$ cat src/rtl/fft16_out_serializer.sv
// Captures one frame of parallel FFT results on the rising edge of done and streams it bin by bin.
// Build option FFT_SER_PINGPONG_EN adds a shadow buffer so a frame arriving mid-stream is kept.
module fft16_out_serializer #(
  parameter int unsigned  N      = 16,
  parameter int unsigned  DATA_W = 12,
  parameter int unsigned  GAIN_W = 4,
  localparam int unsigned OUT_W  = DATA_W + GAIN_W,
  localparam int unsigned IDX_W  = $clog2(N)
) (
  input  logic                    clk,
  input  logic                    rst_n,
  input  logic                    fft_done,
  input  logic                    fft_mode,
  input  logic signed [OUT_W-1:0] fft_real_in [N],
  input  logic signed [OUT_W-1:0] fft_imag_in [N],
  output logic                    m_valid,
  input  logic                    m_ready,
  output logic signed [OUT_W-1:0] m_real,
  output logic signed [OUT_W-1:0] m_imag,
  output logic [IDX_W-1:0]        m_index,
  output logic                    m_last,
  output logic                    m_mode,
  output logic                    busy,
  output logic                    overrun,
  input  logic                    clr_overrun
);

  typedef enum logic [0:0] {StIdle, StStream} state_e;

  localparam logic [IDX_W-1:0] LastIdx = IDX_W'(N - 1);

  state_e                  state;
  logic                    done_d;
  logic signed [OUT_W-1:0] act_re [N];
  logic signed [OUT_W-1:0] act_im [N];
  logic                    pend;
  logic                    cap;
  logic                    xfer;
  logic                    final_xfer;
  logic                    load_new;
  logic                    load_sh;
  logic                    drop;
  logic [IDX_W-1:0]        idx_next;

`ifdef FFT_SER_PINGPONG_EN
  logic signed [OUT_W-1:0] sh_re [N];
  logic signed [OUT_W-1:0] sh_im [N];
  logic                    sh_mode;
  logic                    pend_q;
  logic                    sh_load;

  assign pend = pend_q;
`else
  assign pend = 1'b0;
`endif

  always_comb begin
    cap        = fft_done & ~done_d;
    xfer       = (state == StStream) & m_valid & m_ready;
    final_xfer = xfer & m_last;
    // The final transfer frees the active buffer, so a cap on that cycle is always taken.
    load_sh    = final_xfer & pend;
    load_new   = cap & ((state == StIdle) | (final_xfer & ~pend));
    idx_next   = m_index + 1'b1;
`ifdef FFT_SER_PINGPONG_EN
    sh_load    = cap & (state == StStream) & (final_xfer ? pend : ~pend);
    drop       = cap & (state == StStream) & ~final_xfer & pend;
`else
    drop       = cap & (state == StStream) & ~final_xfer;
`endif
  end

  assign busy = (state == StStream) | pend;

  // Control FSM with registered beat outputs.
  always_ff @(posedge clk) begin
    if (!rst_n) begin
      state   <= StIdle;
      done_d  <= 1'b0;
      m_valid <= 1'b0;
      m_real  <= '0;
      m_imag  <= '0;
      m_index <= '0;
      m_last  <= 1'b0;
      m_mode  <= 1'b0;
      overrun <= 1'b0;
`ifdef FFT_SER_PINGPONG_EN
      pend_q  <= 1'b0;
`endif
    end else begin
      done_d  <= fft_done;
      overrun <= drop | (overrun & ~clr_overrun);
      if (load_new) begin
        state   <= StStream;
        m_valid <= 1'b1;
        m_real  <= fft_real_in[0];
        m_imag  <= fft_imag_in[0];
        m_index <= '0;
        m_last  <= (LastIdx == '0);
        m_mode  <= fft_mode;
`ifdef FFT_SER_PINGPONG_EN
      end else if (load_sh) begin
        m_valid <= 1'b1;
        m_real  <= sh_re[0];
        m_imag  <= sh_im[0];
        m_index <= '0;
        m_last  <= (LastIdx == '0);
        m_mode  <= sh_mode;
`endif
      end else if (final_xfer) begin
        state   <= StIdle;
        m_valid <= 1'b0;
        m_index <= '0;
        m_last  <= 1'b0;
      end else if (xfer) begin
        m_real  <= act_re[idx_next];
        m_imag  <= act_im[idx_next];
        m_index <= idx_next;
        m_last  <= (idx_next == LastIdx);
      end
`ifdef FFT_SER_PINGPONG_EN
      if (load_sh) begin
        pend_q <= sh_load;
      end else if (sh_load) begin
        pend_q <= 1'b1;
      end
`endif
    end
  end

  // Frame storage; contents are only meaningful while the FSM says a frame is held.
  always_ff @(posedge clk) begin
    if (rst_n && load_new) begin
      act_re <= fft_real_in;
      act_im <= fft_imag_in;
    end
`ifdef FFT_SER_PINGPONG_EN
    else if (rst_n && load_sh) begin
      act_re <= sh_re;
      act_im <= sh_im;
    end
    if (rst_n && sh_load) begin
      sh_re   <= fft_real_in;
      sh_im   <= fft_imag_in;
      sh_mode <= fft_mode;
    end
`endif
  end

endmodule

$ cat config.mk
export PLATFORM = sky130hd
export DESIGN_NAME = fft16_out_serializer
export DESIGN_NICKNAME = d
export VERILOG_FILES = /design/src/rtl/fft16_out_serializer.sv
export SDC_FILE = /design/constraint.sdc
export NUM_CORES = 1
export LEC_CHECK = 0
export BUFFER_PORTS_ARGS = -buffer_cell sky130_fd_sc_hd__buf_2
export CORE_MARGIN = 3
export CORE_UTILIZATION = 45
export DETAILED_ROUTE_END_ITERATION = 8
export PLACE_DENSITY_LB_ADDON = 0.05
export SYNTH_ARGS = -nofsm -noshare
export SYNTH_HDL_FRONTEND = slang
export SYNTH_SLANG_ARGS = --single-unit
$ cat constraint.sdc
create_clock -name clk -period 39.5 [get_ports clk]
set_input_delay 3.95 -clock clk [delete_from_list [all_inputs] [get_ports clk]]
set_output_delay 3.95 -clock clk [all_outputs]
set_load 0.1 [all_outputs]
## Word level (Yosys, flattened, before mapping)

Cells that the tools add are included.

- Add/subtract/negate cells: 1
- $lt $le $gt $ge: 1
- Equality and inequality tests: 2
- Muxes and demuxes: 14
- Bitwise gates (word level): 15
- Reduce and logical (&&, ||, !) cells: 5

Operators by type and width:

| kind | number |
|---|---|
| $mux 16 | 10 |
| $bmux 16 s4 | 2 |
| $and 1x1->1 | 7 |
| $ge 5x5->1 const B | 1 |
| $not 1->1 | 5 |
| $not 4->5 | 1 |
| $add 4x1->4 const B | 1 |
| $eq 4x4->1 const B | 1 |
| $reduce_bool 2->1 | 2 |
| $reduce_or 3->1 | 1 |
| $mux 1 | 2 |
| $ne 2x1->1 const B | 1 |
| $or 1x1->1 | 2 |
| $reduce_and 2->1 | 1 |
| $logic_and 1x1->1 | 1 |

- Register bits: 553
- Bits of input ports: 518
- Output and inout port bits: 41
- Logic and storage cells: 78

## Logic depth before layout (Yosys ltp)

- Word-level depth: 8
- Mapped depth: 11

## Worst setup path before layout

OpenSTA, ideal clock, no wires.

- Kind: input-to-reg
- Start: input m_ready
- End: register m_real[10]
- Data arrival time: 20.893 ns
- Required time: 39.392 ns
- Slack: 18.499 ns
- Stages: 5
- Buffers on the path: 1
- Cell sequence: a21boi_0 -> nor3_1 -> clkbuf_1 -> a222oi_1 -> nand2_1

- Word-level cells in the longest chain between the ends: 6
- Elaborated cells between the ends (all ways): 8
- Classes of those cells: 1 x eq/ne; 1 x mux; 4 x bitwise; 2 x reduce/logical

Ends and longest elaborated chain:

| what | line | source |
|---|---|---|
| from (decl) | 17 | `input logic m_ready,` |
| $and 1x1->1 (*) | 59 | `xfer = (state == StStream) & m_valid & m_ready;` |
| $and 1x1->1 | 60 | `final_xfer = xfer & m_last;` |
| $or 1x1->1 | 63 | `load_new = cap & ((state == StIdle) \| (final_xfer & ~pend));` |
| $and 1x1->1 | 63 |  |
| $ne 2x1->1 (no line) / $reduce_bool 2->1 (equally long branches) | n/a |  |
| $reduce_and 2->1 (no line) | n/a |  |
| to (signal assigned) | 96 | `m_real <= fft_real_in[0];` |
| to (signal assigned) | 116 | `m_real <= act_re[idx_next];` |
| to (decl) | 18 | `output logic signed [OUT_W-1:0] m_real,` |

Every way passes the cells marked *; elsewhere a longest branch is shown, timed or not.
A chain may end at the register's enable or synchronous reset.

==> metrics.txt <==
status=completed; Net count, final=2127; post-synth top area share=73.3%; register area=16200 um2; CTS HTree Levels=2; Finish-stage setup viols=0; Fin. Hold Viols=0; DRC Markers=0; PwrDens=49.1 nW/um2; CORE AREA=45800 um2; multi-input logic area=4530 um2; Pre-Repair DR Iteration Count=8; maximum vdd drop=45.2 uV; most common cell in the netlist=edfxtp_1; fin crit share=16.7%; vias in the first global route=12700; worst slew pin tran=1.10 ns; # rows=78; Arrival @ worst endpoint=7.15 ns; Wirelength per Cell=25.8 um; final estimated routing congestion in global placement=0.816; Peak Freq=151 MHz; setup bufs post-CTS=0; CTS tree=yes; largest area contributor in the netlist=edfxtp_1; maxcap violations=0; CP startpoint kind=input port; YS warnings=0; most common flop cell mapped by yosys=edfxtp_1; Die X-Extent=222 um; cells after synthesis=1036; clock root cell=clkbuf_16; CP required=40.04 ns; 1st-iter DRT viols=1188; IO buf count=558; Die H=222 um; fillcell total=3648; fin crit period=6.61 ns; DP Wirelength=41.4 mm; I/O Pins=559; # resized after CTS=0; Synth top cells by count=edfxtp_1, nand2_1, mux4_2; Rel. slew slack=26.8%; Placed Cells=2147; largest net degree at the start of global routing=198; synth top area cells=edfxtp_1, mux4_2, dfxtp_1; Seq/Total Area, Yosys=77.2%; Clock Skews=0.00937 ns; via count=12300; layout cells sized above 1=47.0%; Mapped Area=21000 um2; Finished Layout Cells=2276; EDFF count, synth=512; endpoint type of the worst setup path=register; RSZ-0062 raised after global routing=no; CTS Hold Bufs=0; HP Class=reg -> reg; Num CTS Buffers=58; gr usage total=23.3%; post-route ant nets=0; syn nets=1556; clock sinks=553; crit-path max FO=185; Synth cell types=35; P_leak=9.62 nW; setup TNS=0 ns; Max Root-Sink Buffers=3; die area=49300 um2; area growth from synthesis to layout=25.3%; first-pass GRT wire length=83.8 mm; CP Class=in -> reg; Starting Density=45.9%; vias per cell=5.42; Synth Register Bits=553; clock slew seen by the registers of the worst setup and hold paths=0.06 ns; Avg Inst Size Synth=20.3 um2; routed wire length=58.7 mm; initial antenna violation count=43; gr ovfl total=0; clk_lat worst skew=0.60 ns; FFs w/ async S/R, synth=0%; Power Total=1.29 mW; Slew Limit Fails=0
[power breakdown]
group          internal (mW)  total [mW]  leakage (nW)  switching, mW
registers              0.667       0.674          5.05        0.00718
logic                 0.0357      0.0963          3.67         0.0606
clock network          0.302       0.522         0.903          0.219
total                   1.00        1.29          9.62          0.287
[metrics by stage]
| stage | cell area, um2 | hold WS [ns] | utilization, % | setup WS [ns] |
|---|---|---|---|---|
| floorplan | 21000 | 0.503 | - | 18.50 |
| global placement | 24400 | 0.451 | 53.4 | 32.45 |
| detailed placement | 24400 | 0.455 | 53.4 | 32.34 |
| CTS | 26300 | 0.469 | 57.4 | 33.02 |
| global route | 26300 | 0.493 | 57.4 | 32.67 |
| finish | 26300 | 0.464 | 57.5 | 32.89 |
[registers in the layout, indices dropped and copies added, names as in the netlist]
name	count
m_index	4
act_im	256
m_last	1
m_mode	1
done_d	1
m_imag	16
overrun	1
act_re	256
busy	1
m_real	16
[critical path, cell delays in order]
cell,delay [ns]
buf_2,0.10
clkinv_1,0.47
nor3_2,0.37
buf_4,0.87
buf_12,0.68
a222oi_1,0.27
nand2_1,0.11
[layout by cell type, fill, tap and decap left out, types with 9 or more instances in the layout]
| master | count |
|---|---|
| buf_2 | 558 |
| edfxtp_1 | 512 |
| nand2_1 | 100 |
| mux4_2 | 83 |
| clkbuf_16 | 61 |
| o211ai_1 | 43 |
| dfxtp_1 | 40 |
| mux2i_1 | 33 |
| mux2_2 | 32 |
| a32oi_1 | 32 |
| clkinv_1 | 22 |
| a222oi_1 | 21 |
| diode_2 | 19 |
| a21oi_1 | 16 |
| mux4_1 | 13 |
| clkinv_2 | 13 |
| buf_4 | 13 |
| nor3b_1 | 11 |
| nor2_1 | 9 |
| clkbuf_1 | 9 |
[worst paths after layout]
check	depth (start not counted)	start	endpoint	slack, ns
worst max-delay path	7	rst_n	m_real[2]	32.89
worst min-delay path	2	m_real[7]	m_real[7]	0.46
worst max register to register	8	m_index[0]	m_imag[13]	34.16
worst min register to register	2	m_real[7]	m_real[7]	0.46
[area by class of cell]
cell class                 count  share of cell area, %
clock inverter                38                  0.918
multi-input combinational    418                   17.2
sequential                   553                   61.6
inverter                       3                 0.0428
tap                          600                   2.85
timing repair buffer         573                   11.1
antenna                       19                  0.181
clock buffer                  72                   6.04
[logic make-up after synthesis]
| kind of cell | synth area share (%) |
|---|---|
| flops | 77.2 |
| mux | 13.8 |
| simple gates | 2.75 |
| compound gates | 4.42 |
| buf+inv | 1.50 |
| xor+xnor | 0.215 |
| fa+ha+maj | 0.119 |
[metal layers]
layer | GRT usage [%] | routed length, um | vias up
met5 | 0 | 314 | -
met4 | 7.29 | 1230 | 48
met3 | 8.47 | 5510 | 110
met2 | 39.1 | 29800 | 526
met1 | 28.5 | 21800 | 6183
li1 | - | - | 5477
Note: power is estimated with default switching activity, not from simulation.
